## config.mk

```make
export PLATFORM = sky130hd
export DESIGN_NAME = imem_loader
export DESIGN_NICKNAME = d
export VERILOG_FILES = /design/src/rtl/imem_loader.sv
export SDC_FILE = /design/constraint.sdc
export NUM_CORES = 1
export LEC_CHECK = 0
export ABC_AREA = 1
export CAP_MARGIN = 20
export CORE_MARGIN = 3
export CORE_UTILIZATION = 58
export DETAILED_ROUTE_END_ITERATION = 8
export PLACE_DENSITY = 0.95
export SLEW_MARGIN = 20
export SYNTH_ARGS = -nofsm -noshare
export SYNTH_HDL_FRONTEND = slang
export SYNTH_SLANG_ARGS = --single-unit
```

## constraint.sdc

```tcl
create_clock -name i_clk -period 3.35 [get_ports i_clk]
set_clock_uncertainty 0.05 [all_clocks]
set_input_delay 0.67 -clock i_clk [delete_from_list [all_inputs] [get_ports i_clk]]
set_output_delay 0.67 -clock i_clk [all_outputs]
set_load 0.02 [all_outputs]
```

## src/rtl/imem_loader.sv

```systemverilog
// imem_loader -- boot-time instruction memory writer.
//
// Accepts a length-prefixed byte stream (LEN_LO, LEN_HI, then 4*N payload
// bytes, least-significant byte of each word first). It assembles 32-bit
// words and writes each one through a single-cycle write port. The core is
// held in reset (o_cpu_hold=1) until a complete, valid image has been loaded.
//
// Optional feature: define IMEM_LOADER_CHECKSUM_EN to require a trailing
// 8-bit modular sum of all payload bytes. A mismatch aborts the load.
//
// Ports:
//   i_clk         clock, all logic on the rising edge
//   i_rst         synchronous, active-high reset
//   i_start       one-cycle pulse that begins a load (from IDLE, DONE or ERR)
//   i_byte_valid  i_byte_data is valid
//   i_byte_data   stream byte
//   o_byte_ready  the loader accepts a byte this cycle
//   o_we          write strobe, one cycle per word
//   o_waddr       word address = BASE_ADDRESS + word index
//   o_wdata       assembled instruction word
//   o_cpu_hold    keeps the core in reset while high
//   o_done        image loaded successfully
//   o_error       load aborted
module imem_loader #(
    parameter int               SIZE         = 32,
    parameter logic [SIZE-1:0]  BASE_ADDRESS = '0,
    parameter int               mem_SIZE     = 256
) (
    input  logic            i_clk,
    input  logic            i_rst,
    input  logic            i_start,
    input  logic            i_byte_valid,
    input  logic [7:0]      i_byte_data,
    output logic            o_byte_ready,
    output logic            o_we,
    output logic [SIZE-1:0] o_waddr,
    output logic [SIZE-1:0] o_wdata,
    output logic            o_cpu_hold,
    output logic            o_done,
    output logic            o_error
);

    typedef enum logic [2:0] {
        S_IDLE,
        S_LEN0,
        S_LEN1,
        S_DATA,
        S_DONE,
        S_ERR
`ifdef IMEM_LOADER_CHECKSUM_EN
        , S_CHK
`endif
    } state_t;

    state_t          r_state;
    state_t          w_state_next;
    state_t          w_fin_state;
    logic            r_byte_ready;
    logic            r_we;
    logic [SIZE-1:0] r_waddr;
    logic [SIZE-1:0] r_wdata;
    logic            r_cpu_hold;
    logic            r_done;
    logic            r_error;
    logic [7:0]      r_len_lo;
    logic [15:0]     r_len;
    logic [1:0]      r_lane;
    logic [15:0]     r_word_idx;
    logic [23:0]     r_partial;

    logic            w_accept;
    logic [15:0]     w_len_full;
    logic            w_last_word;
    logic            w_enter_len0;
    logic            w_data_byte;

`ifdef IMEM_LOADER_CHECKSUM_EN
    logic [7:0]      r_sum;
`endif

    assign w_accept     = i_byte_valid && r_byte_ready;
    assign w_len_full   = {i_byte_data, r_len_lo};
    // r_len is at least 1 whenever DATA is active, so r_len - 1 cannot wrap.
    assign w_last_word  = (r_lane == 2'd3) && (r_word_idx == r_len - 16'd1);
    assign w_enter_len0 = (w_state_next == S_LEN0) && (r_state != S_LEN0);
    assign w_data_byte  = w_accept && (r_state == S_DATA);

    // State register
    always_ff @(posedge i_clk) begin
        if (i_rst) begin
            r_state <= S_IDLE;
        end else begin
            r_state <= w_state_next;
        end
    end

    // Next-state logic
    always_comb begin
        w_state_next = r_state;
`ifdef IMEM_LOADER_CHECKSUM_EN
        w_fin_state  = S_CHK;
`else
        w_fin_state  = S_DONE;
`endif
        case (r_state)
            S_IDLE, S_DONE, S_ERR: begin
                if (i_start) w_state_next = S_LEN0;
            end
            S_LEN0: begin
                if (w_accept) w_state_next = S_LEN1;
            end
            S_LEN1: begin
                if (w_accept) begin
                    if (32'(w_len_full) > 32'(mem_SIZE)) w_state_next = S_ERR;
                    else if (w_len_full == 16'd0)        w_state_next = w_fin_state;
                    else                                 w_state_next = S_DATA;
                end
            end
            S_DATA: begin
                if (w_accept && w_last_word) w_state_next = w_fin_state;
            end
`ifdef IMEM_LOADER_CHECKSUM_EN
            S_CHK: begin
                if (w_accept) w_state_next = (i_byte_data == r_sum) ? S_DONE : S_ERR;
            end
`endif
            default: w_state_next = S_IDLE;
        endcase
    end

    // Lanes 0..2 of the word under assembly; lane 3 goes straight to r_wdata.
    for (genvar gi = 0; gi < 3; gi++) begin : g_lane
        always_ff @(posedge i_clk) begin
            if (i_rst) begin
                r_partial[8*gi +: 8] <= 8'h00;
            end else if (w_data_byte && (r_lane == 2'(gi))) begin
                r_partial[8*gi +: 8] <= i_byte_data;
            end
        end
    end

    // Datapath and registered outputs
    always_ff @(posedge i_clk) begin
        if (i_rst) begin
            r_byte_ready <= 1'b0;
            r_we         <= 1'b0;
            r_waddr      <= BASE_ADDRESS;
            r_wdata      <= '0;
            r_cpu_hold   <= 1'b1;
            r_done       <= 1'b0;
            r_error      <= 1'b0;
            r_len_lo     <= 8'h00;
            r_len        <= 16'h0000;
            r_lane       <= 2'd0;
            r_word_idx   <= 16'h0000;
        end else begin
            // byte_ready follows the state being entered, so it is high in
            // the first cycle of LEN0/LEN1/DATA/CHK with no bubble.
            r_byte_ready <= (w_state_next == S_LEN0) || (w_state_next == S_LEN1) ||
`ifdef IMEM_LOADER_CHECKSUM_EN
                            (w_state_next == S_CHK) ||
`endif
                            (w_state_next == S_DATA);
            r_we <= 1'b0;

            if (w_enter_len0) begin
                r_lane     <= 2'd0;
                r_word_idx <= 16'h0000;
                r_done     <= 1'b0;
                r_error    <= 1'b0;
                r_cpu_hold <= 1'b1;
            end
            if ((w_state_next == S_DONE) && (r_state != S_DONE)) begin
                r_done     <= 1'b1;
                r_cpu_hold <= 1'b0;
            end
            if ((w_state_next == S_ERR) && (r_state != S_ERR)) begin
                r_error    <= 1'b1;
                r_cpu_hold <= 1'b1;
            end

            if (w_accept && (r_state == S_LEN0)) r_len_lo <= i_byte_data;
            if (w_accept && (r_state == S_LEN1)) r_len    <= w_len_full;

            if (w_data_byte) begin
                r_lane <= r_lane + 2'd1;
                if (r_lane == 2'd3) begin
                    r_wdata    <= SIZE'({i_byte_data, r_partial});
                    r_waddr    <= BASE_ADDRESS + SIZE'(r_word_idx);
                    r_we       <= 1'b1;
                    r_word_idx <= r_word_idx + 16'd1;
                end
            end
        end
    end

`ifdef IMEM_LOADER_CHECKSUM_EN
    // Running 8-bit sum of payload bytes only.
    always_ff @(posedge i_clk) begin
        if (i_rst || w_enter_len0) begin
            r_sum <= 8'h00;
        end else if (w_data_byte) begin
            r_sum <= r_sum + i_byte_data;
        end
    end
`endif

    assign o_byte_ready = r_byte_ready;
    assign o_we         = r_we;
    assign o_waddr      = r_waddr;
    assign o_wdata      = r_wdata;
    assign o_cpu_hold   = r_cpu_hold;
    assign o_done       = r_done;
    assign o_error      = r_error;

endmodule

```

==> metrics.txt <==
status finished clean; Cell Area, Placed approximately 0.0061 sq mm; fin area 0.00668 sq mm; relative slew slack 35.3%; first-pass GRT wire length ~24 mm; die area between 0.01 and 0.015 sq mm; HP Class flop to flop; Hold Path End o_wdata[7]; Pre-Repair DR Iteration Count 6; hold buffer count at cts 0; # Max-Cap Violations 0; Final nets ~840; Clk pwr share about half; pwr dens between 500 and 600 mW/mm^2; Finish-stage setup viols 0; CTS tree yes; TritonCTS Sinks between 100 and 150; total number of vias roughly 5.4k; clk slew on worst S/H paths approximately 70 ps; Final min period slightly below 3000 ps; setup TNS 0 ps; Post-Syn Area per Cell 7.11 sq um; antenna-violating nets left 0; NetSw between 800 and 900 uW; Root Driver clkbuf_8; core area between 0.008 and 0.009 sq mm; final hold slack about 420 ps; Worst-Skew Late Latency approximately 520 ps; Tcrit/Tclk final between 80% and 90%; initial core utilization about 61%; # IOs between 80 and 90; largest net degree at the start of global routing 85; worst setup slack after layout approximately 430 ps; DRT Wirelength 14.8 mm; VDD IR max around 350 uV; Seq/Total Area, Yosys between 40 and 50%; Initial DRC Count 491; nature of the critical path startpoint flop; vias in the first global route between 5k and 6k; overall power about 3.4 mW; Cell Rows 34; ANT cells 0; Cells after Synth 769; r2r startpoint r_len[0]; Crit Path Max Fanout 21; area delta synth->final 22.2%; Reg power frac about 44%; Sw Share 26.7%; Slew @ Worst Pin 970 ps; leak pwr ~2.6 nW; gr ovfl total 0; RSZ-0062 raised after global routing false; Placer Congestion just over 0.9; Die Wd between 100 and 150 microns; CP arrival approximately 3300 ps; post-DP HPWL 9.45 mm; CP Data Required Time ~3700 ps; GR Util All Layers roughly 29%; Fin. Hold Viols 0; Ys Warns 0; Post-CTS Setup Bufs 0; initial antenna violation count 0; CTS H-tree lvls 4; DRC errors left 0; height of the die 103 microns; DR vias/cell about 5.7; CTS max path bufs 2; CTS Buf Count 17; Port Buffers 64; R2R Setup Slk roughly 430 ps; register bit total from synthesis about 120; Cells on Worst Hold Path 2; CP Capture Type flop; layout cells sized above 1 about 7.4%; reg2reg end r_lane[1]; Resized cells post-CTS 0; proportion of power drawn by combinational gates 5.3%; worst r2r path cells 15; Fmax between 0.3 and 0.4 GHz; Min-Delay Startpoint o_wdata[7]; DP Worst Slack 34.4 ps; P_int 2.46 mW; per-cell routed wire length 15.7 microns; Synth cell types 29; Post-Syn Area 0.00546 sq mm; final count of pins violating max slew 0; kind of critical path flop to flop
-- state kept, by name, summed over array words and instances (netlist names), 2 cells and up --
register,cells
r_len,16
r_state,3
o_waddr,16
r_len_lo,8
r_partial,24
r_lane,2
o_wdata,32
r_word_idx,16
-- synthesized netlist by cell type --
cell / number / share of area [%]
nor2_2: 4 / 0.46
o21ai_1: 2 / 0.18
nor2_4: 2 / 0.41
clkinv_1: 2 / 0.14
nor3_2: 1 / 0.18
buf_1: 1 / 0.069
nand2_2: 5 / 0.57
buf_6: 2 / 0.41
xor2_1: 10 / 1.6
dfxtp_1: 122 / 45
xnor2_1: 6 / 0.96
buf_4: 16 / 2.2
nor3_1: 5 / 0.46
a21oi_1: 110 / 10
ha_1: 6 / 1.4
nand3_2: 2 / 0.37
nand3b_1: 3 / 0.41
nand3_1: 70 / 6.4
o21bai_1: 1 / 0.14
buf_2: 5 / 0.46
nor4_1: 1 / 0.11
nor2_1: 76 / 5.2
o21ai_0: 45 / 4.1
conb_1: 1 / 0.069
nand4_1: 4 / 0.46
inv_1: 47 / 3.2
nand2_1: 188 / 13
clkbuf_1: 31 / 2.1
a21oi_2: 1 / 0.16
-- cell type report --
type	instances	area, sq um
sequential	122	2440
fill	613	2260
clock buffer	17	414
clock inverter	15	145
multi-input combinational	558	2610
inverter	49	184
timing repair buffer	77	746
tap	108	135
-- worst max-delay path: stages (launching register included) --
cell and delay [ps]:
dfxtp_1 320, inv_1 160, ha_1 340, nand2_2 140
o21ai_1 220, nand2_1 80, nand2_1 60, nand2_1 50
nor2_1 100, nand2_1 70, nor2_2 160, nand3_2 110
a21oi_2 200, nand3_2 410, nand3_1 230, a21oi_1 80
-- power groups by stage --
stage | logic [mW] | registers, mW | clock network (mW)
after floorplan | 0.135 | 1.50 | 0
after global placement | 0.168 | 1.50 | 0
after detailed placement | 0.172 | 1.50 | 0
after CTS | 0.176 | 1.47 | 1.72
after global routing | 0.198 | 1.47 | 1.79
final | 0.180 | 1.47 | 1.71
-- placed cells by master (no fill, tap or decap) --
master / n
buf_12: 1
clkinv_4: 3
clkbuf_8: 1
o21ai_0: 45
nand2_2: 6
o21ai_1: 2
nand4_1: 4
nand3_1: 70
clkbuf_16: 16
buf_2: 1
inv_1: 47
a21oi_1: 110
nor3_2: 1
a21oi_2: 1
clkinvlp_4: 1
clkdlybuf4s50_1: 63
nor2_2: 4
clkinv_1: 2
inv_6: 5
xnor2_1: 6
conb_1: 16
nand2_1: 187
xor2_1: 10
nand3b_1: 3
dfxtp_1: 122
nor2_1: 76
buf_4: 12
nor3_1: 5
nor4_1: 1
ha_1: 6
inv_8: 6
o21bai_1: 1
nor2_4: 2
nand3_2: 2
-- cells by family (layout without fill, tap and decap cells) --
| family | count (synthesis) | after routing | share of synthesized area (%) |
|---|---|---|---|
| AND/OR/NAND/NOR | 361 | 361 | 28.0 |
| AO/OA/AOI/OAI | 159 | 159 | 14.7 |
| flip-flops | 122 | 122 | 44.7 |
| buffers and inverters | 104 | 158 | 8.63 |
| XOR/XNOR | 16 | 16 | 2.56 |
| adder cells (fa/ha/maj) | 6 | 6 | 1.37 |
| other | 1 | 16 | 0.0686 |
-- per-stage QoR --
step / util (%) / instances
global route: 74.7 / 946
finish: 74.7 / 946
global placement: 68.5 / 914
detailed placement: 68.5 / 914
floorplan: - / 784
CTS: 74.7 / 946
-- worst max-delay path by stage --
stage                   start             end  slack (ps)  cells past startpoint
2_1_floorplan        r_len[0]  r_word_idx[15]        1160                     16
3_5_place_dp   i_byte_data[7]   r_word_idx[4]          30                     13
3_3_place_gp   i_byte_data[7]   r_word_idx[4]         150                     13
5_1_grt              r_len[0]  r_word_idx[11]         150                     15
4_1_cts              r_len[0]       r_lane[1]         480                     15
6_report             r_len[0]       r_lane[1]         430                     15
-- layer usage --
layer  vias to the layer above  global-route usage, %  wire length, microns
met1                      2470                   33.3                  5780
li1                       2578                      -                     -
met2                       265                   49.5                  7400
met5                         -                      0                     0
met3                        50                   8.59                  1210
met4                         0                   11.3                   410
(Power assumes the default switching activity.)
